--- src/rtl/alu_muldiv_seq_if.sv ---
// Request/response bundle between the execute-stage decode and the
// sequential multiply/divide unit.
interface alu_muldiv_seq_if #(
  parameter int XLEN = 32
);
  logic            in_valid;
  logic            in_ready;
  logic [6:0]      opcode_reg;
  logic [2:0]      AluControl_reg;
  logic [6:0]      funct7_reg;
  logic [XLEN-1:0] src_a;
  logic [XLEN-1:0] src_b;
  logic            flush;
  logic            out_valid;
  logic            out_ready;
  logic [XLEN-1:0] result;
  logic            illegal;

  modport master (
    output in_valid, opcode_reg, AluControl_reg, funct7_reg, src_a, src_b,
           flush, out_ready,
    input  in_ready, out_valid, result, illegal
  );

  modport slave (
    input  in_valid, opcode_reg, AluControl_reg, funct7_reg, src_a, src_b,
           flush, out_ready,
    output in_ready, out_valid, result, illegal
  );
endinterface

--- src/rtl/alu_muldiv_seq.sv ---
// Sequential RV32M/RV64M multiply/divide unit. Shift-add multiply and
// restoring divide on operand magnitudes, UNROLL steps per clock, sign
// fix-up on the final step. Divide-by-zero, signed overflow and illegal
// encodings complete straight from IDLE.
//
// state  | meaning
// IDLE   | in_ready high, waiting for a request
// CALC   | iterating; counter holds remaining cycles
// DONE   | result/illegal held, out_valid high until consumed
module alu_muldiv_seq #(
  parameter int XLEN   = 32,
  parameter int UNROLL = 1
) (
  input logic             clk,
  input logic             rst,
  alu_muldiv_seq_if.slave bus
);
  localparam int N  = XLEN / UNROLL;
  localparam int CW = $clog2(N + 1);

  typedef enum logic [1:0] {S_IDLE, S_CALC, S_DONE} state_t;

  state_t          state_q, state_d;
  logic [CW-1:0]   cnt_q, cnt_d;
  logic [XLEN-1:0] hi_q, hi_d;      // product high / partial remainder
  logic [XLEN-1:0] lo_q, lo_d;      // multiplier / dividend-quotient
  logic [XLEN-1:0] opnd_q, opnd_d;  // multiplicand / divisor magnitude
  logic [2:0]      op_q, op_d;
  logic            neg_q, neg_d;
  logic [XLEN-1:0] result_q, result_d;
  logic            illegal_q, illegal_d;

  logic            rdy, accept, legal, a_neg, b_neg, neg_in, div0, ovf;
  logic [2:0]      f3;
  logic [XLEN-1:0] a_mag, b_mag, fin_res;
  logic [XLEN-1:0] hi_s, lo_s;
  logic [XLEN:0]   sum, r_sh, diff;
  logic [2*XLEN-1:0] prod, prod_f;
  logic [XLEN-1:0] quo_f, rem_f;

  // Request decode, operand signedness and magnitudes.
  always_comb begin
    f3     = bus.AluControl_reg;
    rdy    = (state_q == S_IDLE) && !rst;
    accept = bus.in_valid && rdy && !bus.flush;
    legal  = (bus.opcode_reg == 7'b0110011) && (bus.funct7_reg == 7'b0000001);
    a_neg  = (f3 == 3'b001 || f3 == 3'b010 || f3 == 3'b100 || f3 == 3'b110)
             && bus.src_a[XLEN-1];
    b_neg  = (f3 == 3'b001 || f3 == 3'b100 || f3 == 3'b110) && bus.src_b[XLEN-1];
    a_mag  = a_neg ? -bus.src_a : bus.src_a;
    b_mag  = b_neg ? -bus.src_b : bus.src_b;
    case (f3)
      3'b001, 3'b100: neg_in = a_neg ^ b_neg;
      3'b010, 3'b110: neg_in = a_neg;   // MULHSU, and REM follows the dividend
      default:        neg_in = 1'b0;
    endcase
    div0 = f3[2] && (bus.src_b == '0);
    ovf  = f3[2] && !f3[0] && (bus.src_a == {1'b1, {(XLEN-1){1'b0}}}) && (&bus.src_b);
  end

  // UNROLL iteration steps plus the sign-corrected final result.
  always_comb begin
    hi_s = hi_q;
    lo_s = lo_q;
    sum  = '0;
    r_sh = '0;
    diff = '0;
    for (int k = 0; k < UNROLL; k++) begin
      if (op_q[2]) begin
        r_sh = {hi_s, lo_s[XLEN-1]};
        diff = r_sh - {1'b0, opnd_q};
        if (!diff[XLEN]) begin
          hi_s = diff[XLEN-1:0];
          lo_s = {lo_s[XLEN-2:0], 1'b1};
        end else begin
          hi_s = r_sh[XLEN-1:0];
          lo_s = {lo_s[XLEN-2:0], 1'b0};
        end
      end else begin
        sum  = {1'b0, hi_s} + (lo_s[0] ? {1'b0, opnd_q} : '0);
        lo_s = {sum[0], lo_s[XLEN-1:1]};
        hi_s = sum[XLEN:1];
      end
    end
    prod   = {hi_s, lo_s};
    prod_f = neg_q ? -prod : prod;
    quo_f  = neg_q ? -lo_s : lo_s;
    rem_f  = neg_q ? -hi_s : hi_s;
    if (op_q[2])
      fin_res = op_q[1] ? rem_f : quo_f;
    else
      fin_res = (op_q[1:0] == 2'b00) ? prod_f[XLEN-1:0] : prod_f[2*XLEN-1:XLEN];
  end

  // Next-state and datapath loads; flush overrides everything.
  always_comb begin
    state_d   = state_q;
    cnt_d     = cnt_q;
    hi_d      = hi_q;
    lo_d      = lo_q;
    opnd_d    = opnd_q;
    op_d      = op_q;
    neg_d     = neg_q;
    result_d  = result_q;
    illegal_d = illegal_q;
    case (state_q)
      S_IDLE: begin
        if (accept) begin
          cnt_d  = CW'(N);
          op_d   = f3;
          neg_d  = neg_in;
          hi_d   = '0;
          lo_d   = f3[2] ? a_mag : b_mag;
          opnd_d = f3[2] ? b_mag : a_mag;
          if (!legal) begin
            result_d  = '0;
            illegal_d = 1'b1;
            state_d   = S_DONE;
          end else if (div0) begin
            result_d  = f3[1] ? bus.src_a : '1;
            illegal_d = 1'b0;
            state_d   = S_DONE;
          end else if (ovf) begin
            result_d  = f3[1] ? '0 : {1'b1, {(XLEN-1){1'b0}}};
            illegal_d = 1'b0;
            state_d   = S_DONE;
          end else begin
            state_d = S_CALC;
          end
        end
      end
      S_CALC: begin
        cnt_d = cnt_q - CW'(1);
        hi_d  = hi_s;
        lo_d  = lo_s;
        if (cnt_q == CW'(1)) begin
          result_d  = fin_res;
          illegal_d = 1'b0;
          state_d   = S_DONE;
        end
      end
      S_DONE: begin
        if (bus.out_ready) state_d = S_IDLE;
      end
      default: state_d = S_IDLE;
    endcase
    if (bus.flush) state_d = S_IDLE;
  end

  // State and datapath registers.
  always_ff @(posedge clk) begin
    if (rst) begin
      state_q   <= S_IDLE;
      cnt_q     <= '0;
      hi_q      <= '0;
      lo_q      <= '0;
      opnd_q    <= '0;
      op_q      <= '0;
      neg_q     <= 1'b0;
      result_q  <= '0;
      illegal_q <= 1'b0;
    end else begin
      state_q   <= state_d;
      cnt_q     <= cnt_d;
      hi_q      <= hi_d;
      lo_q      <= lo_d;
      opnd_q    <= opnd_d;
      op_q      <= op_d;
      neg_q     <= neg_d;
      result_q  <= result_d;
      illegal_q <= illegal_d;
    end
  end

  assign bus.in_ready  = rdy;
  assign bus.out_valid = (state_q == S_DONE);
  assign bus.result    = result_q;
  assign bus.illegal   = illegal_q;
endmodule

--- src/flat_wrapper.sv ---
// flat-port wrapper written by rule: the top's interface ports become plain ports
module alu_muldiv_seq_flat 
#(
  parameter int XLEN   = 32,
  parameter int UNROLL = 1
)
  (clk, rst, bus_in_valid, bus_opcode_reg, bus_AluControl_reg, bus_funct7_reg, bus_src_a, bus_src_b, bus_flush, bus_out_ready, bus_in_ready, bus_out_valid, bus_result, bus_illegal);
  alu_muldiv_seq_if #(.XLEN(XLEN)) bus_i ();
  input logic clk;
  input logic rst;
  input wire logic [$bits(bus_i.in_valid)-1:0] bus_in_valid;
  input wire logic [$bits(bus_i.opcode_reg)-1:0] bus_opcode_reg;
  input wire logic [$bits(bus_i.AluControl_reg)-1:0] bus_AluControl_reg;
  input wire logic [$bits(bus_i.funct7_reg)-1:0] bus_funct7_reg;
  input wire logic [$bits(bus_i.src_a)-1:0] bus_src_a;
  input wire logic [$bits(bus_i.src_b)-1:0] bus_src_b;
  input wire logic [$bits(bus_i.flush)-1:0] bus_flush;
  input wire logic [$bits(bus_i.out_ready)-1:0] bus_out_ready;
  output wire logic [$bits(bus_i.in_ready)-1:0] bus_in_ready;
  output wire logic [$bits(bus_i.out_valid)-1:0] bus_out_valid;
  output wire logic [$bits(bus_i.result)-1:0] bus_result;
  output wire logic [$bits(bus_i.illegal)-1:0] bus_illegal;
  assign bus_i.in_valid = bus_in_valid;
  assign bus_i.opcode_reg = bus_opcode_reg;
  assign bus_i.AluControl_reg = bus_AluControl_reg;
  assign bus_i.funct7_reg = bus_funct7_reg;
  assign bus_i.src_a = bus_src_a;
  assign bus_i.src_b = bus_src_b;
  assign bus_i.flush = bus_flush;
  assign bus_i.out_ready = bus_out_ready;
  assign bus_in_ready = bus_i.in_ready;
  assign bus_out_valid = bus_i.out_valid;
  assign bus_result = bus_i.result;
  assign bus_illegal = bus_i.illegal;
  alu_muldiv_seq #(.XLEN(XLEN), .UNROLL(UNROLL)) u_core (.clk(clk), .rst(rst), .bus(bus_i));
endmodule
--- config.mk ---
export PLATFORM = sky130hd
export DESIGN_NAME = alu_muldiv_seq_flat
export DESIGN_NICKNAME = d
export VERILOG_FILES = /design/src/rtl/alu_muldiv_seq_if.sv /design/src/rtl/alu_muldiv_seq.sv /design/src/flat_wrapper.sv
export SDC_FILE = /design/constraint.sdc
export NUM_CORES = 1
export LEC_CHECK = 0
export ABC_AREA = 0
export CAP_MARGIN = 0
export CORE_ASPECT_RATIO = 0.5
export CORE_UTILIZATION = 40
export CTS_CLUSTER_SIZE = 40
export DETAILED_ROUTE_END_ITERATION = 8
export PLACE_DENSITY_LB_ADDON = 0.25
export SLEW_MARGIN = 30
export SYNTH_ARGS = -nofsm -noshare
export SYNTH_HDL_FRONTEND = slang
export SYNTH_SLANG_ARGS = --single-unit
--- constraint.sdc ---
create_clock -name clk -period 8.4 [get_ports clk]
set_input_delay 1.26 -clock clk [delete_from_list [all_inputs] [get_ports clk]]
set_output_delay 1.26 -clock clk [all_outputs]
set_load 0.01 [all_outputs]
==> results of run 1 <==
[sequential cells by signal, indices dropped and copies added (netlist names)]
| name | cells |
|---|---|
| u_core.bus.result | 32 |
| u_core.hi_q | 32 |
| u_core.lo_q | 32 |
| u_core.opnd_q | 32 |
| u_core.cnt_q | 6 |
| u_core.op_q | 3 |
| u_core.state_q | 2 |
| u_core.bus.illegal | 1 |
| u_core.neg_q | 1 |
[worst register-to-register path, stage by stage, from the launching register on]
cell,delay (ns)
dfxtp_1,0.39
inv_1,0.08
ha_1,0.22
fa_1,0.41
nand2b_1,0.21
a21oi_2,0.21
nor3_1,0.11
o41ai_2,0.54
a21oi_4,0.23
xnor2_2,0.23
nor2_1,0.06
a21oi_1,0.18
ha_1,0.21
o21ai_0,0.17
or3_1,0.43
or3_1,0.45
or2_2,0.35
nor2_1,0.56
nand2_1,0.21
o31ai_1,0.34
xnor2_1,0.13
o2111ai_1,0.21
o211ai_1,0.11
[power groups by stage]
stage                     clock, uW  combinational, uW  sequential (uW)
final                           811                894              720
after global routing            834                962              721
after CTS                       809                871              718
after detailed placement          0                866              734
after global placement            0                864              734
after floorplan                   0                599              725
[metrics by stage]
stage                util  total power, uW  hold slack [ns]  area, um^2  worst slack [ns]
floorplan               -             1320            0.440       15900              2.69
global placement    0.444             1600            0.455       17300              2.55
detailed placement  0.445             1600            0.455       17300              2.40
CTS                 0.460             2400            0.464       17900              2.37
global route        0.460             2520            0.478       17900              2.00
finish              0.460             2420            0.465       18000              2.23
[layout make-up]
class                           instances  area [um^2]
Multi-Input combinational cell       1913        12200
Antenna cell                            1         2.50
Tap cell                              530          663
Inverter                               77          289
Fill cell                            3985        21000
Sequential cell                       141         2830
Clock buffer                           17          425
Clock inverter                         15          165
Timing Repair Buffer                  150         1420
[logic make-up after synthesis]
family          after synthesis  synth area share
compound gates              745             0.306
xor+xnor                    173            0.0960
fa+ha+maj                    73            0.0585
buf+inv                     235            0.0595
flops                       141             0.178
mux                          71            0.0466
simple gates                851             0.256
[layer usage]
| metal | track usage | vias to the layer above | share of wire |
|---|---|---|---|
| met2 | 0.454 | 934 | 0.41 |
| met3 | 0.0815 | 103 | 0.12 |
| li1 | - | 8360 | - |
| met5 | 0 | - | 0 |
| met4 | 0.0845 | 0 | 0.024 |
| met1 | 0.452 | 8418 | 0.45 |
[layout by cell type, fill, tap and decap left out, drive strengths merged, types with 23 or more instances in the layout]
| cell type | instances |
|---|---|
| nor2 | 231 |
| nor3 | 69 |
| nand4 | 30 |
| xnor2 | 104 |
| a211oi | 43 |
| nand2 | 255 |
| nand3 | 66 |
| a31oi | 39 |
| buf | 31 |
| clkdlybuf4s50 | 118 |
| o21ai | 136 |
| xor2 | 69 |
| and2 | 50 |
| mux2 | 23 |
| a21oi | 250 |
| o31ai | 25 |
| ha | 71 |
| inv | 79 |
| dfxtp | 141 |
| a21o | 30 |
| mux2i | 48 |
| o211ai | 65 |
[how the worst max path moves through the flow]
stage / startpoint / end / slack (ns) / cells past startpoint
floorplan: u_core.lo_q[31] / u_core.bus.result[12] / 2.69 / 25
global placement: u_core.lo_q[31] / u_core.bus.result[12] / 2.55 / 22
detailed placement: u_core.lo_q[31] / u_core.bus.result[12] / 2.40 / 22
CTS: u_core.lo_q[31] / u_core.bus.result[12] / 2.37 / 22
global route: u_core.lo_q[31] / u_core.bus.result[22] / 2.00 / 22
finish: u_core.lo_q[31] / u_core.bus.result[22] / 2.23 / 22
==> results.sh, run 1 <==
export IMPL_r2r_slack_ns=2.23
export IMPL_vdd_drop_max_v=0.000163
export IMPL_numPortBuffers=120
export IMPL_ant_nets=0
export IMPL_required_ns=8.74
export IMPL_wl_per_cell_um=22.8
export IMPL_pwr_share_seq=0.297
export IMPL_combPwrFrac=0.369
export IMPL_fin_cells=2844
export IMPL_power_density_nw_per_um2=135
export IMPL_die_h_um=143
export IMPL_clock_latency_ns=0.46
export IMPL_max_freq_mhz=162
export IMPL_rsz0062_at_grt="no"
export IMPL_setup_viol_count_final=0
export IMPL_cp_start_kind="flop"
export IMPL_synth_area_um2=15900
export IMPL_tightest_slew_ns=1.16
export IMPL_synth_edf_count=0
export IMPL_die_x_um=284
export IMPL_die_area_um2=40500
export IMPL_cts_sinks=141
export IMPL_ys_seq_area_frac=0.178
export IMPL_slowest_delay_ns=0.56
export IMPL_synthTopCellsByArea="dfxtp_1 (18%), a21oi_1 (7.7%), nand2_1 (6.0%), xnor2_1 (5.7%), ha_1 (5.6%)"
export IMPL_gp_congestion=1.01
export IMPL_drt_first_pass_iters=5
export IMPL_antenna_found_initial=3
export IMPL_syn_area_per_cell_um2=6.93
export IMPL_hp_start="u_core.opnd_q[28]"
export IMPL_clockBufferDepth=2
export IMPL_core_area_um2=39000
export IMPL_ios=121
export IMPL_synthMostInstantiatedCell="nand2_1"
export IMPL_drive_gt1_frac=0.0640
export IMPL_area_delta_synth_final_pct=13.2
export IMPL_synthFlopType="dfxtp_1"
export IMPL_power_internal_uw=1450
export IMPL_vias_per_cell=6.26
export IMPL_cp_arrival_ns=6.50
export IMPL_ys_ff_latch=141
export IMPL_period_needed_ns=6.17
export IMPL_crit_fanout=8
export IMPL_synthesis_nets=2448
export IMPL_critical_path_cell_chain="inv_1 > ha_1 > fa_1 > nand2b_1 > a21oi_2 > nor3_1 > o41ai_2 > a21oi_4 > xnor2_2 > nor2_1 > a21oi_1 > ha_1 > o21ai_0 > or3_1 > or3_1 > or2_2 > nor2_1 > nand2_1 > o31ai_1 > xnor2_1 > o2111ai_1 > o211ai_1"
export IMPL_grt_pass1_wl_um=97300
export IMPL_synthCells=2289
export IMPL_grt_total_usage=0.313
export IMPL_hold_viol_final=0
export IMPL_cts_root_buffer="clkbuf_16"
export IMPL_synth_cell_types=97
export IMPL_post_route_period_util=0.734
export IMPL_drv_slew=0
export IMPL_vias=17800
export IMPL_grt_pass1_vias=15600
export IMPL_switching_share=0.400
export IMPL_critPathKind="flop to flop"
export IMPL_yosysWarningCount=0
export IMPL_clockPowerShare=0.334
export IMPL_skew_ns=0.0139
export IMPL_hp_class="flop to flop"
export IMPL_drc=0
export IMPL_cts_hold_buf=0
export IMPL_start_util=0.407
export IMPL_grt_max_degree=83
export IMPL_clk_pin_slew_ns=0.08
export IMPL_max_cap_violations=0
export IMPL_cts_tree="built"
export IMPL_drtIter0Drc=2626
export IMPL_relSlewSlack=0.225
export IMPL_crit_buf_inv=1
export IMPL_cts_repair_resized=0
export IMPL_ff2ff_path_depth=22
export IMPL_synth_common_cells="nand2_1 (254), a21oi_1 (245), nor2_1 (230)"
export IMPL_grt_overflow=0
export IMPL_power_leakage_uw=0.00667
export IMPL_reg2reg_from="u_core.lo_q[31]"
export IMPL_finalSetupTns_ns=0
export IMPL_outcome="finished, final reports clean"
export IMPL_critPathTopFamily="simple AND/OR/NAND/NOR gates"
export IMPL_postSynth_asyncResetShare=0
export IMPL_r2r_end="u_core.bus.result[22]"
export IMPL_nets=2459
export IMPL_rows=51
export IMPL_min_path_cells=2
export IMPL_place_hpwl_um=49400
export IMPL_holdPathEnd="u_core.opnd_q[28]"
export IMPL_dp_cells=2810
export IMPL_switching_power_uw=970
export IMPL_cts_max_level=4
export IMPL_cts_inserted_buffers=17
export IMPL_cts_setup_buffers=0
export IMPL_crit_path_top_delay_cell="nor2_1"
export IMPL_synth_top_area_cell="dfxtp_1"
export IMPL_critical_path_endpoint_type="flop"
export IMPL_wirelength_um=65000
export IMPL_synth_top_cell_area_share=0.178
Note: power is estimated with default switching activity, not from simulation.
==> inputs of run 2 (changes only) <==
==> constraint.sdc (replaced) <==
create_clock -name clk -period 5.2 [get_ports clk]
set_input_delay 0.78 -clock clk [delete_from_list [all_inputs] [get_ports clk]]
set_output_delay 0.78 -clock clk [all_outputs]
set_load 0.01 [all_outputs]
==> results.sh, run 2 (synthesis results as in run 1) <==
export IMPL_outcome="finished, final reports clean"
export IMPL_hold_viol_final=0
export IMPL_final_common_cell="nand2_1"
export IMPL_vias=18300
export IMPL_power_density_nw_per_um2=215
export IMPL_cp_start_kind="flop"
export IMPL_die_area_um2=40500
export IMPL_worst_slack_ns=0.198
export IMPL_diodes=0
export IMPL_drc=0
export IMPL_rsz0062_at_grt="no"
export IMPL_critical_path_cell_chain="inv_2 > ha_4 > fa_2 > nand2b_4 > a21oi_4 > nor3_4 > o41ai_4 > a21oi_4 > buf_4 > xnor2_2 > buf_4 > mux2_2 > a21oi_2 > and4_1 > nand2_1 > o41ai_1 > xnor2_1 > a221oi_2 > nor3_1"
export IMPL_cts_sinks=141
export IMPL_vias_per_cell=6.15
export IMPL_crit_fanout=6
export IMPL_gp_congestion=1.02
export IMPL_wl_met2_um=27200
export IMPL_place_hpwl_um=52000
export IMPL_placed_area_um2=18400
export IMPL_core_area_um2=39000
export IMPL_power_leakage_uw=0.00733
export IMPL_cts_root_buffer="clkbuf_16"
export IMPL_setup_viol_count_final=0
export IMPL_max_cap_violations=0
export IMPL_ios=121
export IMPL_critPathKind="flop to flop"
export IMPL_grt_pass1_wl_um=100000
export IMPL_wirelength_um=67100
export IMPL_cts_inserted_buffers=17
export IMPL_final_fill_count=3956
export IMPL_post_route_period_util=0.962
export IMPL_clk_pin_slew_ns=0.07
export IMPL_relSlewSlack=0.327
export IMPL_design_area_um2=19100
export IMPL_crit_path_top_delay_cell="o41ai_1"
export IMPL_period_needed_ns=5.00
export IMPL_tightest_slew_ns=1.01
export IMPL_start_util=0.407
export IMPL_grt_pass1_vias=16400
export IMPL_drtIter0Drc=2290
export IMPL_antenna_found_initial=1
export IMPL_slowest_delay_ns=0.43
export IMPL_critical_path_endpoint_type="flop"
export IMPL_skew_ns=0.0128
export IMPL_dp_slack_ns=0.0183
export IMPL_clockBufferDepth=2
export IMPL_drv_slew=0
export IMPL_die_x_um=284
export IMPL_max_freq_mhz=200
export IMPL_die_h_um=143
export IMPL_grt_max_degree=82
export IMPL_wl_met1_um=29900
export IMPL_ant_nets=0
export IMPL_mostFrequentLayoutCells="nand2_1 (253), a21oi_1 (244), nor2_1 (228), buf_4 (157), dfxtp_1 (137)"
export IMPL_nets=2586
export IMPL_dr_wl_met3_um=8520
export IMPL_area_delta_synth_final_pct=20.1
export IMPL_top_layer_used="met5"
export IMPL_cts_max_level=4
export IMPL_multi_input_area_um2=12300
export IMPL_wl_per_cell_um=22.6
export IMPL_vdd_drop_max_v=0.000206
export IMPL_cp_arrival_ns=5.32
export IMPL_required_ns=5.52
export IMPL_cts_setup_buffers=0
export IMPL_hp_class="flop to flop"
export IMPL_drt_first_pass_iters=6
export IMPL_clock_latency_ns=0.46
export IMPL_rows=51
export IMPL_grt_total_usage=0.323
export IMPL_cts_tree="built"
export IMPL_seq_area_um2=2830
export IMPL_grt_overflow=0
export IMPL_numPortBuffers=120
export IMPL_drive_gt1_frac=0.119
## run 2: power by group
group | switching (uW) | leakage (uW) | internal (uW)
sequential | 48.0 | 0.00115 | 1120
combinational | 970 | 0.00590 | 613
clock | 551 | 0.000284 | 791
## run 2: through the flow
stage                     hold slack, ns  cells  total power (uW)  utilization  setup TNS [ns]
after global placement             0.439   2938              2700        0.471               0
final                              0.453   2970              4090        0.489               0
after global routing               0.475   2970              4240        0.489               0
after detailed placement           0.444   2938              2700        0.471               0
after CTS                          0.452   2970              4030        0.487               0
after floorplan                    0.440   2289              2170            -         -0.0320
## run 2: worst max-delay path, delay by kind of cell, from the launching register on
family	cells	cell delay (ns)
flops	1	0.33
mux	1	0.42
xor+xnor	2	0.62
fa+ha+maj	2	0.53
compound gates	6	1.53
buf+inv	3	0.52
simple gates	5	0.89
## run 2: final timing paths
kind	start	to	slack (ns)	cells past startpoint
min reg2reg	u_core.bus.illegal	u_core.bus.illegal	0.45	2
min	u_core.bus.illegal	u_core.bus.illegal	0.45	2
max reg2reg	u_core.lo_q[31]	u_core.bus.result[29]	0.20	19
max	u_core.lo_q[31]	u_core.bus.result[29]	0.20	19
## run 2: final cells by class
cell class	count	area share
clock buffers	22	0.0249
clock inverters	10	0.00722
inverters	77	0.0152
multi-input cells	1913	0.644
flip-flops and latches	141	0.149
well taps	530	0.0348
repair buffers	277	0.125
## run 2: timing repair
item / 4_1_cts / 5_1_grt
endpoints found under the setup margin: 1 / 19
hold buffers: 0 / 0
pin swaps: 0 / 4
resized for setup: 1 / 11
cloned: 0 / 0
## run 2: layer usage
layer  track usage  vias up
met1         0.446     8711
met3         0.118      105
met2         0.472      850
met4        0.0780        2
li1              -     8606
met5             0        -
